File: src/rtl/uart_tx_fifo_if.sv
// uart_tx_fifo_if: TX FIFO write port; master = register block, slave = transmitter
// wr_valid/wr_data/wr_ready: write handshake; fifo_flush: sync clear; fifo_level: occupancy
interface uart_tx_fifo_if #(parameter int LVL_W = 4) ();
  logic wr_valid;
  logic [15:0] wr_data;
  logic wr_ready;
  logic fifo_flush;
  logic [LVL_W-1:0] fifo_level;
  modport master (output wr_valid, wr_data, fifo_flush, input wr_ready, fifo_level);
  modport slave (input wr_valid, wr_data, fifo_flush, output wr_ready, fifo_level);
endinterface

File: src/rtl/uart_tx_fifo.sv
// uart_tx_fifo: buffered UART transmitter with programmable baud, parity, stop bits, CTS and break
// clk/rstn: clock, async active-low reset; baud_div/data_num/check_mode/stop_num/lsb_first: frame format
// tx_en/cts_n/break_req: start gating and break; wr: FIFO write port; tx_busy/tx_done/uart_txd: status and line
module uart_tx_fifo #(
  parameter int FIFO_DEPTH = 8,
  parameter int DIV_W = 16,
  parameter int LVL_W = $clog2(FIFO_DEPTH) + 1
) (
  input  logic clk,
  input  logic rstn,
  input  logic [DIV_W-1:0] baud_div,
  input  logic [3:0] data_num,
  input  logic [1:0] check_mode,
  input  logic [1:0] stop_num,
  input  logic lsb_first,
  input  logic tx_en,
  input  logic cts_n,
  input  logic break_req,
  uart_tx_fifo_if.slave wr,
  output logic tx_busy,
  output logic tx_done,
  output logic uart_txd
);
  localparam int AW = $clog2(FIFO_DEPTH);
  typedef enum logic [2:0] {IDLE, START, DATA, PARITY, STOP, BREAK} state_t;
  state_t state_q, state_d;
  logic [15:0] mem_q [FIFO_DEPTH];
  logic [AW-1:0] wptr_q, wptr_d, rptr_q, rptr_d;
  logic [LVL_W-1:0] level_q, level_d;
  logic [DIV_W-1:0] cnt_q, cnt_d, div_q, div_d;
  logic [3:0] bit_q, bit_d, dnum_q, dnum_d, idx;
  logic [1:0] mode_q, mode_d, snum_q, snum_d;
  logic [15:0] data_q, data_d;
  logic lsb_q, lsb_d, guard_q, guard_d, txd_q, txd_d, busy_q, busy_d, done_q, done_d;
  logic full, empty, push, go, bit_end, last_stop, start, par;
  assign full = level_q == LVL_W'(FIFO_DEPTH);
  assign empty = level_q == '0;
  assign push = wr.wr_valid && !full && !wr.fifo_flush;
  assign go = tx_en && !empty && !cts_n && !break_req;
  assign bit_end = cnt_q == div_q;
  assign last_stop = state_q == STOP && bit_end && bit_q == {2'b00, snum_q};
  // a frame starts from IDLE or directly out of the last stop bit (back-to-back)
  assign start = go && (state_q == IDLE || last_stop);
  assign par = (&mode_q) ? 1'b1 : mode_q[0] ? ~^data_q : ^data_q;
  assign wr.wr_ready = !full;
  assign wr.fifo_level = level_q;
  assign tx_busy = busy_q;
  assign tx_done = done_q;
  assign uart_txd = txd_q;
  always_comb begin
    wptr_d = wr.fifo_flush ? '0 : wptr_q + AW'(push);
    rptr_d = wr.fifo_flush ? '0 : rptr_q + AW'(start);
    level_d = wr.fifo_flush ? '0 : level_q + LVL_W'(push) - LVL_W'(start);
    div_d = start ? baud_div : div_q;
    dnum_d = start ? data_num : dnum_q;
    mode_d = start ? check_mode : mode_q;
    snum_d = start ? stop_num : snum_q;
    lsb_d = start ? lsb_first : lsb_q;
    data_d = start ? mem_q[rptr_q] & (16'hffff >> (4'd15 - data_num)) : data_q;
    state_d = state_q;
    cnt_d = bit_end ? '0 : cnt_q + 1'b1;
    bit_d = bit_q;
    guard_d = guard_q;
    done_d = 1'b0;
    case (state_q)
      IDLE: begin
        cnt_d = '0;
        guard_d = 1'b0;
        state_d = go ? START : break_req ? BREAK : IDLE;
      end
      START: if (bit_end) begin
        state_d = DATA;
        bit_d = '0;
      end
      DATA: if (bit_end) begin
        bit_d = bit_q == dnum_q ? '0 : bit_q + 1'b1;
        state_d = bit_q != dnum_q ? DATA : mode_q != 2'b00 ? PARITY : STOP;
      end
      PARITY: if (bit_end) begin
        state_d = STOP;
        bit_d = '0;
      end
      STOP: if (bit_end) begin
        bit_d = last_stop ? '0 : bit_q + 1'b1;
        done_d = last_stop;
        guard_d = 1'b0;
        state_d = !last_stop ? STOP : go ? START : break_req ? BREAK : IDLE;
      end
      BREAK: begin
        // line held low until release, then high for one bit period of the live divisor
        cnt_d = guard_q ? cnt_q + 1'b1 : '0;
        guard_d = guard_q || !break_req;
        state_d = guard_q && cnt_q == baud_div ? IDLE : BREAK;
      end
      default: state_d = IDLE;
    endcase
    // the line is registered from the next state so it changes on the same edge as the state
    idx = lsb_q ? bit_d : dnum_q - bit_d;
    txd_d = state_d == START ? 1'b0 : state_d == DATA ? data_q[idx] : state_d == PARITY ? par :
            state_d == BREAK ? guard_d : 1'b1;
    busy_d = state_d != IDLE;
  end
  always_ff @(posedge clk)
    if (push) mem_q[wptr_q] <= wr.wr_data;
  always_ff @(posedge clk or negedge rstn)
    if (!rstn) begin
      state_q <= IDLE;
      wptr_q <= '0;
      rptr_q <= '0;
      level_q <= '0;
      cnt_q <= '0;
      div_q <= '0;
      bit_q <= '0;
      dnum_q <= '0;
      mode_q <= '0;
      snum_q <= '0;
      lsb_q <= 1'b1;
      data_q <= '0;
      guard_q <= 1'b0;
      txd_q <= 1'b1;
      busy_q <= 1'b0;
      done_q <= 1'b0;
    end else begin
      state_q <= state_d;
      wptr_q <= wptr_d;
      rptr_q <= rptr_d;
      level_q <= level_d;
      cnt_q <= cnt_d;
      div_q <= div_d;
      bit_q <= bit_d;
      dnum_q <= dnum_d;
      mode_q <= mode_d;
      snum_q <= snum_d;
      lsb_q <= lsb_d;
      data_q <= data_d;
      guard_q <= guard_d;
      txd_q <= txd_d;
      busy_q <= busy_d;
      done_q <= done_d;
    end
endmodule

File: src/flat_wrapper.sv
// flat-port wrapper written by rule: the top's interface ports become plain ports
module uart_tx_fifo_flat 
#(
  parameter int FIFO_DEPTH = 8,
  parameter int DIV_W = 16,
  parameter int LVL_W = $clog2(FIFO_DEPTH) + 1
)
  (clk, rstn, baud_div, data_num, check_mode, stop_num, lsb_first, tx_en, cts_n, break_req, tx_busy, tx_done, uart_txd, wr_wr_valid, wr_wr_data, wr_fifo_flush, wr_wr_ready, wr_fifo_level);
  uart_tx_fifo_if #(.LVL_W(LVL_W)) wr_i ();
  input  logic clk;
  input  logic rstn;
  input  logic [DIV_W-1:0] baud_div;
  input  logic [3:0] data_num;
  input  logic [1:0] check_mode;
  input  logic [1:0] stop_num;
  input  logic lsb_first;
  input  logic tx_en;
  input  logic cts_n;
  input  logic break_req;
  output logic tx_busy;
  output logic tx_done;
  output logic uart_txd;
  input wire logic [$bits(wr_i.wr_valid)-1:0] wr_wr_valid;
  input wire logic [$bits(wr_i.wr_data)-1:0] wr_wr_data;
  input wire logic [$bits(wr_i.fifo_flush)-1:0] wr_fifo_flush;
  output wire logic [$bits(wr_i.wr_ready)-1:0] wr_wr_ready;
  output wire logic [$bits(wr_i.fifo_level)-1:0] wr_fifo_level;
  assign wr_i.wr_valid = wr_wr_valid;
  assign wr_i.wr_data = wr_wr_data;
  assign wr_i.fifo_flush = wr_fifo_flush;
  assign wr_wr_ready = wr_i.wr_ready;
  assign wr_fifo_level = wr_i.fifo_level;
  uart_tx_fifo #(.FIFO_DEPTH(FIFO_DEPTH), .DIV_W(DIV_W), .LVL_W(LVL_W)) u_core (.clk(clk), .rstn(rstn), .baud_div(baud_div), .data_num(data_num), .check_mode(check_mode), .stop_num(stop_num), .lsb_first(lsb_first), .tx_en(tx_en), .cts_n(cts_n), .break_req(break_req), .wr(wr_i), .tx_busy(tx_busy), .tx_done(tx_done), .uart_txd(uart_txd));
endmodule
File: config.mk
export PLATFORM = sky130hd
export DESIGN_NAME = uart_tx_fifo_flat
export DESIGN_NICKNAME = d
export VERILOG_FILES = /design/src/rtl/uart_tx_fifo_if.sv /design/src/rtl/uart_tx_fifo.sv /design/src/flat_wrapper.sv
export SDC_FILE = /design/constraint.sdc
export NUM_CORES = 1
export LEC_CHECK = 0
export CAP_MARGIN = 10
export CORE_UTILIZATION = 55
export DETAILED_ROUTE_END_ITERATION = 6
export MAX_ROUTING_LAYER = met4
export PLACE_DENSITY = 0.74
export SYNTH_ARGS = -nofsm -noshare
export SYNTH_HDL_FRONTEND = slang
export SYNTH_SLANG_ARGS = --single-unit
File: constraint.sdc
create_clock -name clk -period 5.5 [get_ports clk]
set_input_delay 1.1 -clock clk [delete_from_list [all_inputs] [get_ports clk]]
set_output_delay 1.1 -clock clk [all_outputs]
set_load 0.01 [all_outputs]
# Word level (Yosys, flattened, before mapping)
# Memory sizes are Yosys's and may differ from the RTL's.
# Cells that the tools add are included.
[word_totals]
register_bits = 78
ram_bits = 128
input_bits = 48
output_inout_bits = 8
elab_cells = 105
mem_count = 1
[classes]
add_sub_neg = 8
order_cmp = 1
n_eq_ne = 15
shift = 1
muxes = 38
n_bitwise = 1
n_reduce_logical = 24
[mem_list]
columns = ["name", "words", "width", "read_ports", "rd_ports_with_merged_regs", "wr", "line_no", "rtl"]
rows = [
  ["u_core.mem_q", 8, 16, 1, 0, 1, "uart_tx_fifo.sv:27", "logic [15:0] mem_q [FIFO_DEPTH];"],
]
[ops]
columns = ["op", "n"]
rows = [
  ["3-bit 2-to-1 mux", 12],
  ["16-bit equality test", 2],
  ["16-bit 2-to-1 mux", 2],
  ["16-bit one-hot mux with 2 select lines", 1],
  ["4-bit 2-to-1 mux", 7],
  ["3-bit one-hot mux with 6 select lines", 1],
  ["16-bit by 1-bit adder with 16-bit output, second input constant", 1],
  ["16-bit bitwise AND", 1],
  ["16-bit XNOR reduction", 1],
  ["16-bit parity", 1],
  ["16-bit by 4-bit >> shifter with 16-bit output, first input constant", 1],
  ["3-bit by 2-bit equality test with 1-bit output, second input constant", 4],
  ["1-bit 2-to-1 mux", 12],
  ["4-bit one-hot mux with 3 select lines", 1],
  ["3-bit equality test, second input constant", 3],
  ["1-bit logical AND", 9],
  ["3-bit by 1-bit adder with 3-bit output", 2],
  ["3-bit by 1-bit equality test with 1-bit output, second input constant", 2],
  ["1-bit logical NOT", 5],
  ["4-bit by 5-bit less-than comparator with 1-bit output, second input constant", 1],
  ["4-bit by 1-bit adder with 4-bit output", 1],
  ["4-bit by 1-bit adder with 4-bit output, second input constant", 1],
  ["1-bit binary-select mux with 4-bit select", 1],
  ["4-bit by 2-bit equality test with 1-bit output", 1],
  ["14 further kinds", 15],
]

# Depth between registers and ports, before layout
# Gate-level depths: netlist of the first run.
[logic_depth]
word_depth = 14
ltp_mapped = 16
ltp_nobuf = 14

# Worst setup path before layout of the first run
# Ideal clock, no wire load.
[synth_path]
path_kind = "register to register"
from = "register u_core.state_q[1]"
to = "register u_core.txd_q (netlist: u_core.uart_txd)"
setup_time_ps = 89
arrival_ps = 3376
required_ps = 5411
setup_slack_ps = 2035
path_stages_with_launch = 14
period_less_slack_ps = 3465
cell_sequence = "dfrtp_1 or4_4 o31ai_4 o211a_4 nor4_1 a21o_1 ha_1 fa_1 nor2b_1 a31o_2 a31oi_2 mux4_1 a22oi_1 a32oi_1"
[synth_via]
elab_chain_cells = 12
[synth_lines]
columns = ["element", "line_no", "rtl"]
rows = [
  ["from (decl)", "uart_tx_fifo.sv:26", "state_t state_q, state_d;"],
  ["from (signal assigned)", "uart_tx_fifo.sv:124", "state_q <= state_d;"],
  ["3-bit equality test", "uart_tx_fifo.sv:41, uart_tx_fifo.sv:65", ""],
  ["1-bit logical AND (2 in a row)", "uart_tx_fifo.sv:41", "assign last_stop = state_q == STOP && bit_end && bit_q == {2'b00, snum_q};"],
  ["4-bit 2-to-1 mux", "uart_tx_fifo.sv:84", "bit_d = last_stop ? '0 : bit_q + 1'b1;"],
  ["4-bit 2-to-1 mux", "uart_tx_fifo.sv:83", "STOP: if (bit_end) begin"],
  ["4-bit one-hot mux with 3 select lines (*)", "uart_tx_fifo.sv:65", "case (state_q)"],
  ["net u_core.bit_d[0]", "uart_tx_fifo.sv:31", "logic [3:0] bit_q, bit_d, dnum_q, dnum_d, idx;"],
  ["4-bit subtractor", "uart_tx_fifo.sv:98", "idx = lsb_q ? bit_d : dnum_q - bit_d;"],
  ["4-bit 2-to-1 mux (*)", "uart_tx_fifo.sv:98", ""],
  ["1-bit binary-select mux with 4-bit select (*)", "uart_tx_fifo.sv:99", "txd_d = state_d == START ? 1'b0 : state_d == DATA ? data_q[idx] : state_d == PARITY ? par :"],
  ["1-bit 2-to-1 mux (implied by the code) (*)", "uart_tx_fifo.sv:99", ""],
  ["1-bit 2-to-1 mux (*) (2 in a row)", "uart_tx_fifo.sv:99", ""],
  ["net u_core.txd_d", "uart_tx_fifo.sv:34", "logic lsb_q, lsb_d, guard_q, guard_d, txd_q, txd_d, busy_q, busy_d, done_q, done_d;"],
  ["to (signal assigned)", "uart_tx_fifo.sv:137", "txd_q <= txd_d;"],
  ["to (decl)", "uart_tx_fifo.sv:34", ""],
]
# Mark *: on every way through the listed nets, which the timed path passes. The rest lies on a longest branch. The select of a mux whose other input is x is not followed.
# A chain may end at the register's enable or synchronous reset.

# Worst setup path after layout of the first run
# Same ends and word-level chain as after synthesis.

==> metrics.yaml, run 1 <==
timing:
  final.setup.tns_ns: 0
  finalClockSkew_ns: 0.0220
  fin_ws_ns: 1.52
  min_period_over_period_pct: 72.4
  final_max_slew_viol_count: 0
  rsz0062_at_grt: "false"
  min_period_ns: 3.98
  worst_pin_slew_ns: 1.12
  relSlewSlack_pct: 25.4
  finalHoldViolations: 0
  fmax_mhz: 251
  whs_ns: 0.495
  setup_violations: 0
setup_path:
  required_ns: 5.92
  worstPathMaxFanout: 12
  timing.rr.end: "u_core.uart_txd$_DFF_PN1_"
  crit_slowest_cell: "or4_4"
  cp-start-kind: "flop"
  reg2reg_from: "u_core.state_q[1]$_DFF_PN0_"
  r2r_slack_ns: 1.52
  cp_top_family: "compound AO/OA/AOI/OAI gates"
  r2r_cells: 13
  worstSetupPathType: "flop to flop"
  max_stage_delay_ns: 0.62
  end_kind: "flop"
  cp.buffers_inverters: 0
  arrival_ns: 4.40
  path_cells: "or4_4, o31ai_4, o211a_4, nor4_1, a21o_1, ha_1, fa_1, nor2b_1, a31o_2, a31oi_2, mux4_1, a22oi_1, a32oi_1"
route:
  via_count: 5522
  drtPass1Iterations: 5
  ant_nets: 0
  drtIter0Drc: 342
  wire_per_inst_um: 18.8
  vias_per_cell: 5.73
  drc: 0
  routed_wl_um: 18100
place:
  place.gp.congestion: 0.859
  dp.cells: 925
  placed_cell_area_mm2: 0.0101
  pre_cts_slack_ns: 1.56
  portBuffers: 55
  hpwl_um: 11600
clocking:
  hold_buffers: 0
  cts-htree-levels: 1
  post_cts_buffers: 0
  cts_buffers: 22
  clockRootBuffer: "clkbuf_16"
  ctsResizeCount: 0
  clkLatencyLatePin_ns: 0.52
  path_clk_slew_ns: 0.06
  clockBufferDepth: 3
  cts_sinks: 206
  cts_tree: "built"
global_routing:
  overflow: 0
  grt_max_degree: 79
  grt_usage_pct: 22.3
  antenna_found_initial: 0
  grt_pass1_wl_um: 29400
  grt_pass1_vias: 5696
run:
  drv_cap: 0
cells_and_area:
  final_area_mm2: 0.0108
  syn_to_final_growth_pct: 15.0
  n_antenna_cell: 0
  finish.utilization_pct: 64.9
  fin_cells: 963
  final_nets: 794
  drive_gt1_share_pct: 12.9
yosys:
  synth_compound_area_share_pct: 5.20
  synth_warnings: 0
  synth_most_common_cell: "edfxtp_1"
  synthFlopType: "edfxtp_1"
  synthSimpleGateAreaFrac_pct: 10.2
  synthMuxAreaShare_pct: 10.8
  synthTopCellsByArea: "edfxtp_1 41%, dfrtp_1 20%, mux4_2 7.7%"
  synth_xor_xnor_area_share_pct: 7.18
  syn_nets: 745
  synth_edf_count: 128
  ys_top_cells_by_count: "128 x edfxtp_1, 101 x nand2_1, 76 x dfrtp_1"
  ys_types: 63
  synth_top_cell_area_share_pct: 40.9
  synth_top_area_cell: "edfxtp_1"
  async_flop_share_pct: 37.9
  synth_cells: 680
  synth_top_family_by_area: "multiplexers"
  ys_seq_elements: 206
  synth_seq_area_share_pct: 61.8
  synth_area_per_cell_um2: 13.8
  syn_area_mm2: 0.00939
  synthAdderAreaFrac_pct: 2.43
power_and_ir_drop:
  powerDensity_mw_per_mm2: 431
  cellLeakagePower_nw: 4.09
  swShare_pct: 31.9
  switchingPower_mw: 1.48
  combPwrFrac_pct: 28.5
  p_clk_share_pct: 28.2
  p_int_mw: 3.17
  vdd_drop_max_mv: 0.305
  pwr-share-seq_pct: 43.2
  finalPower_mw: 4.65
floorplanning:
  die_w_um: 133
  die-area_mm2: 0.0176
  io_pins: 56
  die_y_um: 133
  core_area_mm2: 0.0166
  initial_core_util_pct: 56.4
  row_count: 47
min_path:
  hold_start: "u_core.div_q[15]$_DFFE_PN0P_"
  hold_class: "flop to flop"
  hold_end: "u_core.div_q[15]$_DFFE_PN0P_"
  hold_depth: 2
run_status:
  status: "finished clean"
## state kept, by name, indices dropped and copies added, names as in the netlist
signal                count
u_core.snum_q             2
u_core.mode_q             2
u_core.div_q             16
u_core.wptr_q             3
u_core.data_q            16
u_core.cnt_q             16
u_core.wr.fifo_level      4
u_core.lsb_q              1
u_core.guard_q            1
u_core.bit_q              4
u_core.dnum_q             4
u_core.mem_q            128
u_core.tx_busy            1
u_core.uart_txd           1
u_core.rptr_q             3
u_core.tx_done            1
u_core.state_q            3
## worst reg2reg max path: cells and delay by family (launching register included)
| family | cells | cell delay (ns) |
|---|---|---|
| flip-flops | 1 | 0.51 |
| AND/OR/NAND/NOR | 3 | 0.83 |
| AO/OA/AOI/OAI | 7 | 1.56 |
| adder cells (fa/ha/maj) | 2 | 0.65 |
| multiplexers | 1 | 0.36 |
## placed cells by master (no fill, tap or decap), types with 3 or more instances in the layout
| cell | netlist | final |
|---|---|---|
| a21o_1 | 5 | 5 |
| a21oi_1 | 10 | 10 |
| and3_1 | 5 | 5 |
| buf_4 | 1 | 6 |
| clkbuf_1 | 20 | 4 |
| clkbuf_16 | 0 | 22 |
| clkdlybuf4s50_1 | 0 | 54 |
| clkinv_1 | 1 | 6 |
| clkinv_2 | 0 | 5 |
| dfrtp_1 | 76 | 75 |
| edfxtp_1 | 128 | 128 |
| ha_1 | 15 | 15 |
| inv_1 | 20 | 20 |
| mux2_2 | 3 | 3 |
| mux2i_1 | 18 | 18 |
| mux4_1 | 3 | 3 |
| mux4_2 | 32 | 32 |
| nand2_1 | 101 | 101 |
| nand2b_1 | 4 | 4 |
| nand3_1 | 9 | 9 |
| nand3b_1 | 4 | 4 |
| nand4_1 | 6 | 6 |
| nor2_1 | 35 | 29 |
| nor2_2 | 1 | 7 |
| nor2b_1 | 9 | 9 |
| nor3_1 | 8 | 6 |
| nor4_1 | 4 | 4 |
| nor4_2 | 3 | 3 |
| o21ai_0 | 11 | 11 |
| o21ai_1 | 7 | 6 |
| o31ai_1 | 10 | 10 |
| o41ai_1 | 4 | 4 |
| xnor2_1 | 43 | 43 |
| xor2_1 | 34 | 34 |
## per-layer routing
metal / part of all wire (%) / wire [µm] / global-route usage (%) / up-vias
li1: - / - / - / 2564
met1: 41 / 7450 / 27.0 / 2739
met2: 51 / 9260 / 38.1 / 173
met3: 4.5 / 818 / 3.30 / 46
met4: 3.2 / 586 / 8.49 / 0
met5: 0 / 0 / - / -
## area by class of cell
class	instances	area, µm²
clock buffer	26	566
clock inverter	12	81.3
fill	1211	5850
inverter	21	78.8
multi-input combinational	418	3410
sequential	206	5800
tap	220	275
timing repair buffer	60	586
## kinds of logic (layout without fill, tap and decap cells)
kind of cell             Yosys count  after routing
AO/OA/AOI/OAI                     68             68
AND/OR/NAND/NOR                  200            200
XOR/XNOR                          77             77
flip-flops                       206            206
adder cells (fa/ha/maj)           17             17
buffers and inverters             56            119
multiplexers                      56             56
## how the worst max path moves through the flow
stage,from,end,slack [ns],cells past startpoint
2_1_floorplan,u_core.state_q[1]$_DFF_PN0_,u_core.uart_txd$_DFF_PN1_,2.04,13
3_3_place_gp,u_core.state_q[1]$_DFF_PN0_,u_core.uart_txd$_DFF_PN1_,1.74,13
3_5_place_dp,u_core.state_q[1]$_DFF_PN0_,u_core.uart_txd$_DFF_PN1_,1.56,13
4_1_cts,u_core.cnt_q[3]$_DFF_PN0_,u_core.uart_txd$_DFF_PN1_,1.55,12
5_1_grt,u_core.cnt_q[0]$_DFF_PN0_,u_core.uart_txd$_DFF_PN1_,1.23,12
6_report,u_core.state_q[1]$_DFF_PN0_,u_core.uart_txd$_DFF_PN1_,1.52,13
## power groups by stage
| stage | Sequential (mW) | Combinational [mW] | Clock (mW) |
|---|---|---|---|
| global route | 2.04 | 1.47 | 1.39 |
| finish | 2.01 | 1.33 | 1.31 |
| CTS | 2.01 | 1.33 | 1.34 |
| detailed placement | 2.04 | 1.32 | 0 |
| global placement | 2.03 | 1.28 | 0 |
| floorplan | 1.98 | 1.04 | 0 |
(Power assumes the default switching activity.)
==> run 2: changes to the inputs <==
--- a/config.mk
+++ b/config.mk
@@ -6,10 +6,10 @@
 export NUM_CORES = 1
 export LEC_CHECK = 0
 export CAP_MARGIN = 10
-export CORE_UTILIZATION = 55
+export CORE_UTILIZATION = 54
 export DETAILED_ROUTE_END_ITERATION = 6
 export MAX_ROUTING_LAYER = met4
-export PLACE_DENSITY = 0.74
+export PLACE_DENSITY = 0.75
 export SYNTH_ARGS = -nofsm -noshare
 export SYNTH_HDL_FRONTEND = slang
 export SYNTH_SLANG_ARGS = --single-unit
==> constraint.sdc (replaced) <==
create_clock -name clk -period 3.6 [get_ports clk]
set_input_delay 0.72 -clock clk [delete_from_list [all_inputs] [get_ports clk]]
set_output_delay 0.72 -clock clk [all_outputs]
set_load 0.01 [all_outputs]
==> metrics.yaml, run 2 (synthesis results as in run 1) <==
place:
  pre_cts_slack_ns: -0.0108
  portBuffers: 55
  place.gp.congestion: 0.875
  hpwl_um: 12300
  dp.cells: 952
power_and_ir_drop:
  p_int_mw: 5.23
  p_clk_share_pct: 28.1
  cellLeakagePower_nw: 4.30
  pwr-share-seq_pct: 40.2
  powerDensity_mw_per_mm2: 684
  swShare_pct: 31.2
  finalPower_mw: 7.60
  combPwrFrac_pct: 31.7
  switchingPower_mw: 2.37
  vdd_drop_max_mv: 0.482
setup_path:
  required_ns: 4.02
  worstPathMaxFanout: 6
  arrival_ns: 4.05
  end_kind: "flop"
  r2r_slack_ns: -0.03
  worstSetupPathType: "flop to flop"
  cp-start-kind: "flop"
  startpoint: "u_core.state_q[0]$_DFF_PN0_"
  endpoint: "u_core.uart_txd$_DFF_PN1_"
  timing.rr.end: "u_core.uart_txd$_DFF_PN1_"
  r2r_cells: 15
  reg2reg_from: "u_core.state_q[0]$_DFF_PN0_"
timing:
  final_max_slew_viol_count: 0
  relSlewSlack_pct: 33.5
  finalClockSkew_ns: 0.0191
  min_period_ns: 3.63
  min_period_over_period_pct: 101
  setup_violations: 1
  fmax_mhz: 276
  finalHoldViolations: 0
  worst_pin_slew_ns: 0.997
  fin_ws_ns: -0.0290
  whs_ns: 0.353
  rsz0062_at_grt: "true"
clocking:
  clkLatencyLatePin_ns: 0.52
  cts_buffers: 23
  cts-htree-levels: 1
  clockBufferDepth: 3
  cts_sinks: 206
  path_clk_slew_ns: 0.06
  clockRootBuffer: "clkbuf_16"
  cts_tree: "built"
  hold_buffers: 0
cells_and_area:
  final_nets: 829
  mostFrequentLayoutCell: "edfxtp_1"
  syn_to_final_growth_pct: 18.4
  drive_gt1_share_pct: 16.9
  fin_cells: 999
  regMostFlops: "u_core.mem_q"
  layout_common_cells: "128 x edfxtp_1, 101 x nand2_1, 75 x dfrtp_1"
  n_antenna_cell: 0
  largest_reg_flops: 128
  finish.utilization_pct: 66.3
  final.fill_count: 1191
route:
  drc: 0
  ant_nets: 0
  drtIter0Drc: 393
  wire_per_inst_um: 19.3
  routed_wl_um: 19300
  drtPass1Iterations: 5
  vias_per_cell: 5.66
  via_count: 5658
global_routing:
  grt_usage_pct: 23.3
  grt_pass1_wl_um: 31100
  antenna_found_initial: 0
  grt_pass1_vias: 5888
  overflow: 0
  met1_usage_pct: 29.0
  top_usage_layer: "met2"
  use_met2_pct: 39.1
  grt_max_degree: 79
  use_met3_pct: 4.04
floorplanning:
  io_pins: 56
  row_count: 47
  die_w_um: 134
  core_area_mm2: 0.0168
  initial_core_util_pct: 56.0
  die_y_um: 134
  die-area_mm2: 0.0179
run:
  drv_cap: 0
run_status:
  failed_checks: "setup timing"
  status: "finished with violations"
min_path:
  hold_class: "primary input to asynchronous set/reset pin"
==> run 2: cell count changes in the layout (fill, tap and decap cells not counted), sizes merged <==
| cell | change |
|---|---|
| clkinv | -4 |
| buf | +34 |
| clkbuf | +6 |
| inv | +1 |
| clkinvlp | -1 |
==> run 2: power groups by stage <==
stage	sequential [mW]	clock (mW)	combinational (mW)
floorplan	3.02	0	1.59
CTS	3.05	2.18	2.24
detailed placement	3.09	0	2.21
global route	3.09	2.27	2.65
finish	3.05	2.14	2.41
global placement	3.07	0	2.15
==> run 2: worst min-delay path by stage <==
stage | start | endpoint | slack [ns] | cells past startpoint
5_1_grt | rstn | u_core.cnt_q[4]$_DFF_PN0_ | 0.44 | 1
6_report | rstn | u_core.cnt_q[2]$_DFF_PN0_ | 0.35 | 1
3_3_place_gp | u_core.div_q[12]$_DFFE_PN0P_ | u_core.div_q[12]$_DFFE_PN0P_ | 0.48 | 2
4_1_cts | rstn | u_core.wptr_q[0]$_DFF_PN0_ | 0.40 | 1
3_5_place_dp | u_core.div_q[12]$_DFFE_PN0P_ | u_core.div_q[12]$_DFFE_PN0P_ | 0.48 | 2
2_1_floorplan | rstn | u_core.bit_q[0]$_DFF_PN0_ | 0.42 | 0
==> run 2: timing repair <==
item | 4_1_cts | 5_1_grt
endpoints found under the setup margin | 1 | 1
buffers inserted | 0 | 7
pin swaps | 0 | 6
resized for setup | 1 | 11
==> run 2: through the flow <==
stage          area [µm²]  TNS, ns
2_1_floorplan        9390        0
3_3_place_gp        10300        0
3_5_place_dp        10300  -0.0108
4_1_cts             11000        0
5_1_grt             11100   -0.231
6_report            11100  -0.0290
==> run 2: area by class of cell <==
cell class	count	area, µm²	area share [%]
Sequential cell	206	5800	52.2
Timing Repair Buffer	94	845	7.60
Multi-Input combinational cell	418	3420	30.8
Clock inverter	8	53.8	0.484
Tap cell	220	275	2.48
Clock buffer	32	639	5.75
Inverter	21	78.8	0.709
==> run 2: critical path, cell delays in order, from the launching register on <==
cell	delay (ns)
dfrtp_1	0.39
or4_4	0.54
o31ai_4	0.26
o211a_4	0.22
nor4_1	0.06
a21o_1	0.20
ha_2	0.20
fa_1	0.43
nor2b_4	0.14
a31o_4	0.21
a31oi_4	0.19
buf_6	0.14
mux2i_1	0.18
mux2i_1	0.10
a21oi_1	0.18
a32oi_1	0.12
==> run 2: per-layer routing <==
metal | vias up | routed length (µm)
met5 | - | 0
met4 | 0 | 442
met3 | 34 | 886
met2 | 175 | 9880
met1 | 2808 | 8110
li1 | 2641 | -
